[config.mk]
export PLATFORM = sky130hd
export DESIGN_NAME = if_stage
export DESIGN_NICKNAME = d
export VERILOG_FILES = /design/src/rtl/if_stage.sv
export SDC_FILE = /design/constraint.sdc
export NUM_CORES = 1
export LEC_CHECK = 0
export ABC_AREA = 1
export BUFFER_PORTS_ARGS = -buffer_cell sky130_fd_sc_hd__buf_2
export CAP_MARGIN = 20
export CORE_AREA = 5 5 129 131
export DETAILED_ROUTE_END_ITERATION = 8
export DIE_AREA = 0 0 134 136
export PLACE_DENSITY = 0.79
export RECOVER_POWER = 100
export SKIP_LAST_GASP = 1
export SLEW_MARGIN = 10
export SYNTH_ARGS = -nofsm -noshare
export SYNTH_HDL_FRONTEND = slang
export SYNTH_SLANG_ARGS = --single-unit
export TNS_END_PERCENT = 20
[constraint.sdc]
create_clock -name clk -period 3.8 [get_ports clk]
set_input_delay 0.38 -clock clk [delete_from_list [all_inputs] [get_ports clk]]
set_output_delay 0.38 -clock clk [all_outputs]
set_load 0.005 [all_outputs]
[src/rtl/if_stage.sv]
`default_nettype none
// ============================================================================
// Module   : if_stage
// Brief    : Instruction fetch with one outstanding request, a one-entry
//            response buffer and the IF/ID register. Build option
//            IF_MISALIGN_CHK_EN traps misaligned redirect targets.
// Revision : 1.0
// ============================================================================
module if_stage #(
    parameter logic [31:0] RESET_PC = 32'h0000_0000
) (
    input  logic        clk,
    input  logic        rst,
    output logic        imem_req,
    output logic [31:0] imem_addr,
    input  logic        imem_ready,
    input  logic        imem_rvalid,
    input  logic [31:0] imem_rdata,
    input  logic        stall,
    input  logic        flush,
    input  logic        redirect_en,
    input  logic [31:0] redirect_pc,
    output logic        id_valid,
    output logic [31:0] id_inst,
    output logic [31:0] id_pc,
    output logic        misalign_exc
);

    localparam logic [31:0] c_nop       = 32'h0000_0013;
    localparam logic [31:0] c_word_mask = 32'hFFFF_FFFC;

    typedef enum logic [1:0] {
        ST_REQ  = 2'd0,
        ST_WAIT = 2'd1,
        ST_KILL = 2'd2,
        ST_EXC  = 2'd3
    } state_t;

    state_t      r_state;
    state_t      w_state_nxt;
    logic [31:0] r_pc;
    logic [31:0] w_pc_nxt;
    logic [31:0] r_launch_pc;
    logic [31:0] w_launch_nxt;
    logic        r_pending;
    logic        w_pending_nxt;

    logic        r_buf_valid;
    logic        w_buf_valid_nxt;
    logic [31:0] r_buf_inst;
    logic [31:0] w_buf_inst_nxt;
    logic [31:0] r_buf_pc;
    logic [31:0] w_buf_pc_nxt;

    logic        r_id_valid;
    logic        w_id_valid_nxt;
    logic [31:0] r_id_inst;
    logic [31:0] w_id_inst_nxt;
    logic [31:0] r_id_pc;
    logic [31:0] w_id_pc_nxt;

    logic        w_accept;
    logic        w_resp_valid;
    logic [31:0] w_redirect_target;

`ifdef IF_MISALIGN_CHK_EN
    logic        w_misaligned;
    logic        r_misalign;

    assign w_misaligned      = |redirect_pc[1:0];
    assign w_redirect_target = redirect_pc;

    always_ff @(posedge clk) begin
        if (rst) begin
            r_misalign <= 1'b0;
        end else if (redirect_en) begin
            r_misalign <= w_misaligned;
        end
    end

    assign misalign_exc = r_misalign;
`else
    assign w_redirect_target = redirect_pc & c_word_mask;
    assign misalign_exc      = 1'b0;
`endif

    // A full buffer blocks fetch so that at most one word is ever parked.
    assign imem_req  = !rst && (r_state == ST_REQ) && !r_buf_valid;
    assign imem_addr = r_pc & c_word_mask;
    assign w_accept  = imem_req && imem_ready;

    assign id_valid  = r_id_valid;
    assign id_inst   = r_id_inst;
    assign id_pc     = r_id_pc;

    always_comb begin
        w_state_nxt     = r_state;
        w_pc_nxt        = r_pc;
        w_launch_nxt    = r_launch_pc;
        w_pending_nxt   = r_pending;
        w_buf_valid_nxt = r_buf_valid;
        w_buf_inst_nxt  = r_buf_inst;
        w_buf_pc_nxt    = r_buf_pc;
        w_id_valid_nxt  = r_id_valid;
        w_id_inst_nxt   = r_id_inst;
        w_id_pc_nxt     = r_id_pc;
        w_resp_valid    = 1'b0;

        // Tracks the bus-level outstanding request independent of the state,
        // so a redirect out of EXC still knows whether a response is due.
        if (w_accept) begin
            w_pending_nxt = 1'b1;
        end else if (imem_rvalid) begin
            w_pending_nxt = 1'b0;
        end

        case (r_state)
            ST_REQ: begin
                if (w_accept) begin
                    w_pc_nxt     = r_pc + 32'd4;
                    w_launch_nxt = r_pc;
                    w_state_nxt  = ST_WAIT;
                end
            end
            ST_WAIT: begin
                if (imem_rvalid) begin
                    w_resp_valid = 1'b1;
                    w_state_nxt  = ST_REQ;
                end
            end
            ST_KILL: begin
                if (imem_rvalid) begin
                    w_state_nxt = ST_REQ;
                end
            end
            ST_EXC: begin
                w_state_nxt = ST_EXC;
            end
            default: begin
                w_state_nxt = ST_REQ;
            end
        endcase

        if (redirect_en || flush) begin
            w_id_valid_nxt  = 1'b0;
            w_id_inst_nxt   = c_nop;
            w_buf_valid_nxt = 1'b0;
        end else if (stall) begin
            if (w_resp_valid) begin
                w_buf_valid_nxt = 1'b1;
                w_buf_inst_nxt  = imem_rdata;
                w_buf_pc_nxt    = r_launch_pc;
            end
        end else if (r_buf_valid) begin
            w_id_valid_nxt  = 1'b1;
            w_id_inst_nxt   = r_buf_inst;
            w_id_pc_nxt     = r_buf_pc;
            w_buf_valid_nxt = 1'b0;
        end else if (w_resp_valid) begin
            w_id_valid_nxt = 1'b1;
            w_id_inst_nxt  = imem_rdata;
            w_id_pc_nxt    = r_launch_pc;
        end else begin
            w_id_valid_nxt = 1'b0;
            w_id_inst_nxt  = c_nop;
        end

        if (redirect_en) begin
            w_pc_nxt = w_redirect_target;
            // A response still in flight after this edge must be discarded.
            if (w_accept || (r_pending && !imem_rvalid)) begin
                w_state_nxt = ST_KILL;
            end else begin
                w_state_nxt = ST_REQ;
            end
`ifdef IF_MISALIGN_CHK_EN
            if (w_misaligned) begin
                w_state_nxt = ST_EXC;
                w_id_pc_nxt = redirect_pc;
            end
`endif
        end
    end

    always_ff @(posedge clk) begin
        if (rst) begin
            r_state     <= ST_REQ;
            r_pc        <= RESET_PC;
            r_launch_pc <= '0;
            r_pending   <= 1'b0;
            r_buf_valid <= 1'b0;
            r_buf_inst  <= c_nop;
            r_buf_pc    <= '0;
            r_id_valid  <= 1'b0;
            r_id_inst   <= c_nop;
            r_id_pc     <= '0;
        end else begin
            r_state     <= w_state_nxt;
            r_pc        <= w_pc_nxt;
            r_launch_pc <= w_launch_nxt;
            r_pending   <= w_pending_nxt;
            r_buf_valid <= w_buf_valid_nxt;
            r_buf_inst  <= w_buf_inst_nxt;
            r_buf_pc    <= w_buf_pc_nxt;
            r_id_valid  <= w_id_valid_nxt;
            r_id_inst   <= w_id_inst_nxt;
            r_id_pc     <= w_id_pc_nxt;
        end
    end

endmodule
`default_nettype wire

Word level (Yosys, flattened, before mapping)
Index checks and enable logic that the tools add are counted.

word-level totals
  register bits after elaboration = 197
  input port bits = 71
  output and inout port bits = 99
  word-level logic and storage cells = 60

cells by class
  add/subtract/negate cells = 1
  equal/unequal tests = 5
  mux-type cells = 18
  bitwise gates (word level) = 2
  reduce and logical (&&, ||, !) cells = 23

operator list
  cell                                                   number
  2-to-1 mux 32 bit                                      7
  adder 32 x 3 -> 32 bit, second input constant          1
  2-to-1 mux 2 bit                                       4
  nonzero test 2 bit                                     4
  2-to-1 mux 1 bit                                       6
  case mux 2 bit (3 select lines)                        1
  AND reduction 2 bit                                    3
  AND reduction 3 bit                                    2
  OR reduction 2 bit                                     3
  equality test 2 bit, second input constant             2
  logical AND 1 bit                                      4
  zero test 1 bit                                        3
  inequality test 3 x 1 -> 1 bit, second input constant  1
  inequality test 3 bit, second input constant           1
  OR reduction 3 bit                                     1
  equality test 2 x 1 -> 1 bit, second input constant    1
  zero test 2 bit                                        1
  logical OR 1 bit                                       2
  inverter 1 bit                                         2

Depth between registers and ports, before layout
  depth in word-level cells = 7
  depth in mapped cells = 13
  mapped depth without buffers = 13

Worst setup path after synthesis
OpenSTA, ideal clock, no wires.

  kind = register to register
  from = register r_state[0]
  to = register r_pc[18]
  library setup time = 0.067 ns
  arrival time = 1.424 ns
  data required time = 3.733 ns
  setup slack = 2.309 ns
  cell stages (with the launch flop) = 13
  path buffers = 1
  period minus slack after synthesis = 1.491 ns
  cell sequence = dfxtp_1 > inv_1 > ha_1 > inv_1 > nor2_4 > nand3_4 > inv_2 > nor2_4 > buf_2 > nand2_1 > nand2_1 > inv_1 > a21oi_2

on the way
  cells in the longest elaborated chain, start to end = 6
  elaborated cells between the ends (all ways) = 7
  those cells by class = 7 x reduce/logical

RTL lines
  what                                      line     text
  start: declaration                        39       state_t r_state;
  start signal: assignment                  198      r_state <= w_state_nxt;
  zero test 2 bit (*)                       88, 117
  logical AND 1 bit (2 in series)           88       assign imem_req = !rst && (r_state == ST_REQ) && !r_buf_valid;
  logical AND 1 bit                         90       assign w_accept = imem_req && imem_ready;
  nonzero test 2 bit (no source line)       n/a
  AND reduction 2 bit (no source line) (*)  n/a
  end signal: assignment                    199      r_pc <= w_pc_nxt;
  end: declaration                          41       logic [31:0] r_pc;

Every way passes the cells marked *; elsewhere a longest branch is shown, timed or not.
A chain may end at the register's enable or synchronous reset.

Final worst setup path
  from = register r_state[1]
  to = register r_buf_pc[21]

on the way
  cells in the longest elaborated chain, start to end = 3

RTL lines
  what                                  line  text
  equality test 2 x 1 -> 1 bit          117   case (r_state)
  2-to-1 mux 1 bit                      117
  AND reduction 3 bit (no source line)  n/a
  end signal: assignment                204   r_buf_pc <= w_buf_pc_nxt;
  end: declaration                      52    logic [31:0] r_buf_pc;

No other way between the ends.

==> results.toml <==
[timing]
timing.final.crit_period_ns = 3.05
setup_viol = 0
final_hold_viol_count = 0
whs_ns = 0.165
grt_setup_unrepaired = "false"
tightest_slew_ns = 2.46
slew-limit-headroom_pct = -63.9
final-max-slew-violation-count = 90
fin_crit_sh_pct = 80.2
fmax_mhz = 328
fin_worst_skew_ns = 0.00655
fin_tns_setup_ns = 0

[finish]
syn2layout_area_growth_pct = 15.1
nets = 1359
n_antenna_cell = 0
drive_gt1_share_pct = 12.3

[floorplan]
die_area_um2 = 18200
core_area_um2 = 15500
start_util_pct = 53.5
rows = 46
die_x_um = 134
io_pins = 170
die-height_um = 136

[critical_path]
r2r-end = "r_buf_pc[21]$_SDFFE_PP0P_"
start_kind = "register"
r2r_start = "r_state[1]$_SDFFE_PP0P_"
crit_type = "register to register"
cp.required_ns = 4.13
crit_fanout = 63
startpoint = "r_state[1]$_SDFFE_PP0P_"
worstSetupEndpointType = "register"
crit_end = "r_buf_pc[21]$_SDFFE_PP0P_"
reg2reg_slack_ns = 0.75
crit_arrival_ns = 3.37
reg2reg_depth = 8

[clock_network]
cts_tree = "built"
numClockSinks = 189
cts_buffers = 17
cts_buffer_depth = 2
clockRootBuffer = "clkbuf_16"
postCtsSetupBuffers = 0
htreeDepth = 4
path_clk_slew_ns = 0.07
cts_resized = 0
clk-insertion-delay-late_ns = 0.43
hold_buffers = 0

[yosys]
ys.flop_type = "dfxtp_1"
ys_seq_area_share_pct = 45.7
netlist_instances = 1168
synth_cell_types = 33
syn_area_per_cell_um2 = 7.09
ys_seq_elements = 189
synthArstFlopShare_pct = 0
synth_top_area_cell = "dfxtp_1"
syn-cell-area_um2 = 8290
synth_edf_count = 0
yosysMostFrequentCell = "nand2_1"
yosys-top-cells-count = "nand2_1, a21oi_1, dfxtp_1"
yosys-top-cells-area = "dfxtp_1, nand2_1, a21oi_1"
ys_warn_count = 0
synth_top_cell_area_share_pct = 45.7

[drt]
drt_pass1_iterations = 6
drtIter0Drc = 716
post_drt_wl_per_cell_um = 15.1
drc_errors = 0
ant_nets = 0
wl_um = 22500
viasPerCell = 5.41
via_count = 8061

[status]
violations = "max-capacitance violations, max-slew violations"
outcome = "complete, but fails checks"

[min_path]
worstHoldPathType = "primary input to register"
min_from = "imem_rdata[1]"

[global_route]
grt_overflow = 0
grt_pass1_wl_um = 36500
antenna_found_initial = 0
grt_pass1_vias = 7261
grt_start_max_net_pins = 69
groute.usage.overall_pct = 24.4

[pwr]
p_per_area_nw_per_um2 = 447
peakVddDrop_v = 0.000325
power_leakage_uw = 0.00365

[place]
place_congestion = 0.896
dpl.hpwl_um = 14700
port_buffers = 162

[run]
cap_violations = 2
-- layout make-up --
type | instances | area [µm²]
fillers | 1459 | 5950
inverters | 66 | 248
flip-flops and latches | 189 | 3780
multi-input cells | 837 | 3830
repair buffers | 173 | 838
clock buffers | 22 | 464
clock inverters | 10 | 130
well taps | 192 | 240
-- critical path, cell delays in order, from the launching register on --
cell and delay (ns):
dfxtp_1 0.32, inv_1 0.10, ha_1 0.15, nand2_1 0.07
inv_2 0.44, nand2_2 0.51, inv_2 1.00, nand2_1 0.14
a21oi_1 0.18
-- flip-flops by register name (all words and copies together) (netlist names) --
signal       cells
r_pc            30
id_valid         1
r_buf_inst      32
id_inst         32
r_buf_valid      1
r_launch_pc     30
r_pending        1
r_buf_pc        30
id_pc           30
r_state          2
-- cell usage in the layout (no fill, tap or decap), types with 17 or more instances in the layout --
master / count
inv_1: 62
clkbuf_1: 68
nand3_1: 62
o21ai_0: 85
clkbuf_16: 17
buf_2: 98
dfxtp_1: 188
nor2_1: 102
nand2_1: 309
a21oi_1: 222
-- cells by family (layout without fill, tap and decap cells) --
kind of cell / count (synthesis) / count (layout) / share of synthesized area [%]
buffers and inverters: 146 / 271 / 8.05
other: 1 / 5 / 0.0453
AOI/OAI and AO/OA: 317 / 317 / 19.3
adders and majority gates: 4 / 4 / 0.604
xor gates and xnor gates: 11 / 11 / 1.16
DFF: 189 / 189 / 45.7
and+or+nand+nor: 500 / 500 / 25.1
-- worst min-delay path by stage --
stage                                 endpoint  slack (ns)  depth (start not counted)
floorplan            r_buf_pc[31]$_SDFFE_PP0P_        0.43                          2
global placement     r_buf_pc[31]$_SDFFE_PP0P_        0.44                          2
detailed placement     id_inst[4]$_SDFFE_PP1N_        0.44                          2
CTS                 r_buf_inst[1]$_SDFFE_PP1P_        0.15                          3
global route        r_buf_inst[1]$_SDFFE_PP1P_        0.16                          3
finish              r_buf_inst[1]$_SDFFE_PP1P_        0.16                          3
-- stage by stage --
| step | instance area, µm² | worst slack, ns | instances | utilization, % | total power (µW) |
|---|---|---|---|---|---|
| after floorplan | 8300 | 2.31 | 1172 | - | 2380 |
| after global placement | 9010 | 1.12 | 1455 | 58.2 | 2510 |
| after detailed placement | 9010 | 1.10 | 1455 | 58.2 | 2510 |
| after CTS | 9600 | 1.08 | 1487 | 62.0 | 4290 |
| after global routing | 9540 | 0.437 | 1489 | 61.6 | 4430 |
| final | 9540 | 0.751 | 1489 | 61.6 | 4260 |
-- routing by layer --
layer  vias up  global-route usage [%]  part of all wire [%]  wire, µm
met5         -                       0                     0         0
met4         0                    6.23                   1.6       354
met3        28                    5.22                   8.3      1860
met2       320                    39.3                    46     10300
met1      3677                    33.6                    44      9920
li1       4036                       -                     -         -
-- where the power goes --
group          leakage (µW)  switching, µW  internal (µW)
combinational       0.00183            235            124
sequential          0.00154           64.3           2040
clock              0.000283            775           1020
Note: power is estimated with default switching activity, not from simulation.
